## src/rtl/spike_time_encoder.sv

```systemverilog
// Time-to-first-spike encoder: latches a volley of W-bit values and emits one
// falling edge per channel at t == value within a 2^W-cycle gamma, then recovers.
module spike_time_encoder #(
   parameter int N = 8,
   parameter int W = 3
) (
   input  logic           clk,
   input  logic           rst,
   input  logic           in_valid,
   output logic           in_ready,
   input  logic [N*W-1:0] in_values,
   output logic [0:N-1]   spike_out,
   output logic           gamma_start,
   output logic           done
);

   typedef enum logic [1:0] {IDLE, RUN, RECOVER} state_t;

   // All-ones doubles as the last gamma tick and the "no spike" code.
   localparam logic [W-1:0] T_MAX = '1;

   state_t         state_q, state_d;
   logic [W-1:0]   t_q, t_d;
   logic           ready_q, ready_d;
   logic [W-1:0]   v_q [N];
   logic [W-1:0]   v_d [N];

   always_comb begin
      state_d = state_q;
      t_d     = t_q;
      for (int i = 0; i < N; i++) v_d[i] = v_q[i];

      case (state_q)
         IDLE: begin
            if (in_valid && ready_q) begin
               state_d = RUN;
               t_d     = '0;
               for (int i = 0; i < N; i++) v_d[i] = in_values[i*W +: W];
            end
         end
         RUN: begin
            t_d = t_q + 1'b1;
            if (t_q == T_MAX) state_d = RECOVER;
         end
         RECOVER: state_d = IDLE;
         default: state_d = IDLE;
      endcase

      // Registered so that in_ready stays low in the cycle following a reset edge.
      ready_d = (state_d == IDLE);
   end

   // NOTE: sequential state uses non-blocking assignments so every flop samples pre-edge values.
   always_ff @(posedge clk) begin
      if (rst) begin
         state_q <= IDLE;
         t_q     <= '0;
         ready_q <= 1'b0;
         // NOTE: value registers are reset to the no-spike code, so a stale volley never leaks out.
         for (int i = 0; i < N; i++) v_q[i] <= T_MAX;
      end else begin
         state_q <= state_d;
         t_q     <= t_d;
         ready_q <= ready_d;
         for (int i = 0; i < N; i++) v_q[i] <= v_d[i];
      end
   end

   always_comb begin
      spike_out = '1;
      if (state_q == RUN) begin
         for (int i = 0; i < N; i++) begin
            if ((v_q[i] != T_MAX) && (v_q[i] <= t_q)) spike_out[i] = 1'b0;
         end
      end
   end

   assign in_ready    = ready_q;
   assign gamma_start = (state_q == RUN) && (t_q == '0);
   assign done        = (state_q == RECOVER);

endmodule

```

## config.mk

```make
export PLATFORM = sky130hd
export DESIGN_NAME = spike_time_encoder
export DESIGN_NICKNAME = d
export VERILOG_FILES = /design/src/rtl/spike_time_encoder.sv
export SDC_FILE = /design/constraint.sdc
export NUM_CORES = 1
export LEC_CHECK = 0
export ABC_AREA = 0
export BUFFER_PORTS_ARGS = -buffer_cell sky130_fd_sc_hd__buf_2
export CAP_MARGIN = 0
export CORE_AREA = 5 5 69 71
export CTS_CLUSTER_DIAMETER = 30
export CTS_CLUSTER_SIZE = 24
export DETAILED_ROUTE_END_ITERATION = 10
export DIE_AREA = 0 0 74 76
export GPL_ROUTABILITY_DRIVEN = 1
export GPL_TIMING_DRIVEN = 0
export PLACE_DENSITY = 0.66
export SLEW_MARGIN = 20
export SYNTH_ARGS = -nofsm -noshare
export SYNTH_HDL_FRONTEND = slang
export SYNTH_SLANG_ARGS = --single-unit
```

## constraint.sdc

```tcl
create_clock -name clk -period 4.4 [get_ports clk]
set_clock_uncertainty 0.15 [all_clocks]
set_input_delay 0.44 -clock clk [delete_from_list [all_inputs] [get_ports clk]]
set_output_delay 0.44 -clock clk [all_outputs]
set_load 0.05 [all_outputs]
```

======== Word-level counts from Yosys, hierarchy flattened ========
Memories as Yosys holds them, arrays and structs flattened.
Index checks and enable logic that the tools add are counted.
Widths: inputs -> output; s select.
word-level totals
  register bits ........................... 6
  RAM bits ................................ 24
  input port bits ......................... 27
  memories kept ........................... 1
operators by class
  add/sub/neg operators ................... 1
  order comparisons ....................... 8
  equality and inequality tests ........... 12
  multiplexer cells ....................... 27
  bitwise logic cells ..................... 8
  reduce and logical (&&, ||, !) cells .... 15
memory list
  name  depth  bits a word  rd ports  clocked after memory_dff  wr ports  RTL line  RTL
  v_q   8      3            8         0                         8         25        logic [W-1:0] v_q [N];
operators by type and width
  cell                 count
  $mux 24              2
  $mux 3               9
  $le 3x3->1           8
  $ne 3x3->1 const B   8
  $mux 1               11
  $logic_and 1x1->1    10
  $mux 8               1
  $or 1x1->1           8
  $pmux 3 s2           1
  $logic_not 2->1      2
  $mux 2               2
  $pmux 2 s2           1
  $add 3x1->3 const B  1
  $eq 3x3->1 const B   1
  $logic_not 3->1      1
  $eq 2x1->1 const B   1
  $eq 2x2->1 const B   1
  $ne 2x2->1 const B   1
  $reduce_and 2->1     1
  $reduce_bool 2->1    1

======== Depth between registers and ports, before layout ========
  word-level depth ........................ 4
  gate-level depth with buffers ........... 5
  depth with buffers taken out ............ 5

======== Worst setup path before layout ========
Ideal clock, no wire load.
  path type ............................... register to output
  start point ............................. register t_q[1]
  end point ............................... output port spike_out[0] (netlist bit)
  arrival time ............................ 2012 ps
  data required time ...................... 3810 ps
  slack ................................... 1798 ps
  cell stages (with the launch flop) ...... 6
  buffers on the path ..................... 0
  path through ............................ dfxtp_1 -> inv_1 -> ha_1 -> nand3_1 -> o21ai_0 -> o21ai_0
between the ends
  cells in the longest elaborated chain, start to end .. 4
ends and longest elaborated chain
  item                    RTL line  RTL
  start, declared         23        logic [W-1:0] t_q, t_d;
  start signal, assigned  63        t_q <= t_d;
  $le 3x3->1              73        if ((v_q[i] != T_MAX) && (v_q[i] <= t_q)) spike_out[i] = 1'b0;
  $logic_and 1x1->1       73
  $mux 1                  73
  $mux 8                  71        if (state_q == RUN) begin
  end, declared           12        output logic [0:N-1] spike_out,
Every way passes these cells.

======== Worst setup path in the final report ========
  start point ............................. register t_q[0]
  end point ............................... output port spike_out[4] (netlist bit)
Same word-level chain as after synthesis.

==> impl_metrics.csv <==
group,metric,value,unit
critical_path,cp_max_fo,11,
yosys,synth_edf_count,0,
grt,grt_use_total,15.3,%
yosys,avgSynthCellArea,8.38,um2
route,drt_iter0_drc,48,
grt,grt_overflow_total,0,
critical_path,cp_common_cell,"o21ai_0",
route,routed_wl,4050,um
yosys,synth-main-ff-cell,"dfxtp_1",
cells_and_area,area_growth,18.4,%
floorplan,die_y,76,um
yosys,async_flop_share,0,%
timing,timing.slew.headroom,63.0,%
pwr,p_leak,0.966,nW
route,drtAntennaViolNets,0,
critical_path,r2r-start,"state_q[0]",
clock_tree,post-cts-setup-buffer-count,0,
place,dpl.cell_count,297,
critical_path,max_stage_delay,0.63,ns
timing,period_needed,2.45,ns
yosys,syn_inst,209,
floorplan,coreArea,4170,um2
timing,finalSetupTns,0,ns
grt,antenna_found_initial,0,
clock_tree,clock_insertion_delay_worst_skew,0.28,ns
pwr,peakVddDrop,0.180,mV
grt,grt_pass1_vias,1510,
place,io_buffer_count,36,
timing,setup_slack,1.95,ns
route,wire_per_inst,13.3,um
critical_path,required,3.81,ns
worst_hold_path,min_from,"in_values[0]",
timing,slew_viol_final,0,
clock_tree,clk_pin_slew,0.06,ns
job,cap_violations,0,
yosys,syn_area,1750,um2
place,dp_slack,2.25,ns
clock_tree,cts_tree,"done",
floorplan,dieArea,5620,um2
timing,timing.final.crit_share,55.7,%
timing,hold_violations,0,
clock_tree,hold_buffers,0,
yosys,synth_fp_nets,263,
clock_tree,cts-resized-gates,0,
clock_tree,htree_levels,2,
worst_hold_path,min_path_type,"input port to register",
grt,grt_pass1_wl,6660,um
pwr,power,0.000635,W
floorplan,rows,24,
critical_path,cp-startpoint,"t_q[0]",
critical_path,cp-end-kind,"primary output",
cells_and_area,drive_above_1_share,18.3,%
critical_path,cpMaxStageDelayCell,"dfxtp_1",
cells_and_area,layout_commonest_cell,"buf_2",
timing,rsz0062_at_grt,"false",
route,drtPass1Iterations,4,
critical_path,start_kind,"register",
cells_and_area,diodes,0,
cells_and_area,fin_util,49.7,%
clock_tree,cts_buffers,5,
route,drcViolationCount,0,
floorplan,dieWidth,74,um
cells_and_area,final_cell_mix,"37 x buf_2, 35 x nand2_1, 30 x dfxtp_1",
timing,setup_viol_count_final,0,
grt,grt_max_degree,12,
yosys,synth_seq_area_share,34.3,%
timing,max_clock_freq,0.408,GHz
place,dp_hpwl,2950,um
clock_tree,cts_sinks,30,
pwr,power.density,306,nW/um2
floorplan,start_util,42.0,%
yosys,yosys_warnings,0,
timing,tightest_slew,0.554,ns
floorplan,io_pins,38,
status,status,"finished, final reports clean",
cells_and_area,instances_no_fill,304,
critical_path,path_class,"register to primary output",
critical_path,crit_chain,"ha_1 > nand3_1 > o21ai_0 > o21ai_0 > buf_2",
clock_tree,cts-root-buf,"clkbuf_8",
clock_tree,clockBufferDepth,2,
route,dr_total_vias,1552,
yosys,ys_types,24,
yosys,yosys_register_bits,30,
critical_path,arrival,1.86,ns
cells_and_area,fin_nets,306,
route,viasPerCell,5.11,
place,place_congestion,0.744,
stage by stage:
stage | hold WS [ns] | instance area (um2)
detailed placement | 0.329 | 2000
global route | 0.207 | 2070
finish | 0.208 | 2070
floorplan | 0.310 | 1750
global placement | 0.325 | 2000
CTS | 0.197 | 2070
worst paths after layout:
path,end,slack [ns],cells after the start
max,spike_out[4],1.95,5
max reg2reg,v_q[0][6],2.90,4
min reg2reg,t_q[2],0.33,2
min,v_q[0][0],0.21,2
cell type report:
class | count | area, um2
well taps | 52 | 65.1
repair buffers | 36 | 180
flip-flops and latches | 30 | 601
plain buffers | 10 | 57.6
clock buffers | 7 | 76.3
inverters | 19 | 71.3
fillers | 418 | 2100
multi-input cells | 150 | 1020
critical path: cells and delay by family, from the launching register on:
| kind | cells | cell delay (ns) |
|---|---|---|
| AND/OR/NAND/NOR | 1 | 0.07 |
| adder cells (fa/ha/maj) | 1 | 0.32 |
| AO/OA/AOI/OAI | 2 | 0.26 |
| flip-flops | 1 | 0.63 |
| buffers and inverters | 1 | 0.30 |
power breakdown:
group          total, W  leakage (nW)  internal, W  switching (W)
registers      0.000309         0.247     0.000293      0.0000166
logic          0.000122         0.681    0.0000530      0.0000690
clock network  0.000204        0.0383     0.000109      0.0000956
cell families (layout without fill, tap and decap cells):
family | after synthesis | count (layout) | share of synthesized area, %
AO/OA/AOI/OAI | 44 | 44 | 16.1
adder cells (fa/ha/maj) | 27 | 27 | 19.3
buffers and inverters | 29 | 72 | 7.36
flip-flops | 30 | 30 | 34.3
AND/OR/NAND/NOR | 79 | 79 | 22.9
registers in the layout, indices dropped and copies added (netlist names):
signal and flops:
v_q 24, t_q 3, in_ready 1, state_q 2
cell usage after synthesis (all sizes together), types with 3 or more instances:
library cell	instances	area, um2
nand2	35	131
dfxtp	30	601
ha	27	338
inv	19	71.3
nand3b	16	120
o21ai	16	80.1
nand3	11	55.1
nor2	9	33.8
a211o	8	70.1
a211oi	8	60.1
a31oi	8	50.1
clkbuf	6	22.5
buf	4	35.0
a21oi	3	15.0
per-layer routing:
| metal | GRT usage [%] | vias up | wire length (um) |
|---|---|---|---|
| met5 | 0 | - | 0 |
| li1 | - | 815 | - |
| met2 | 26.2 | 36 | 1890 |
| met4 | 4.89 | 0 | 57 |
| met1 | 17.9 | 693 | 1870 |
| met3 | 4.62 | 8 | 241 |
(Power assumes the default switching activity.)
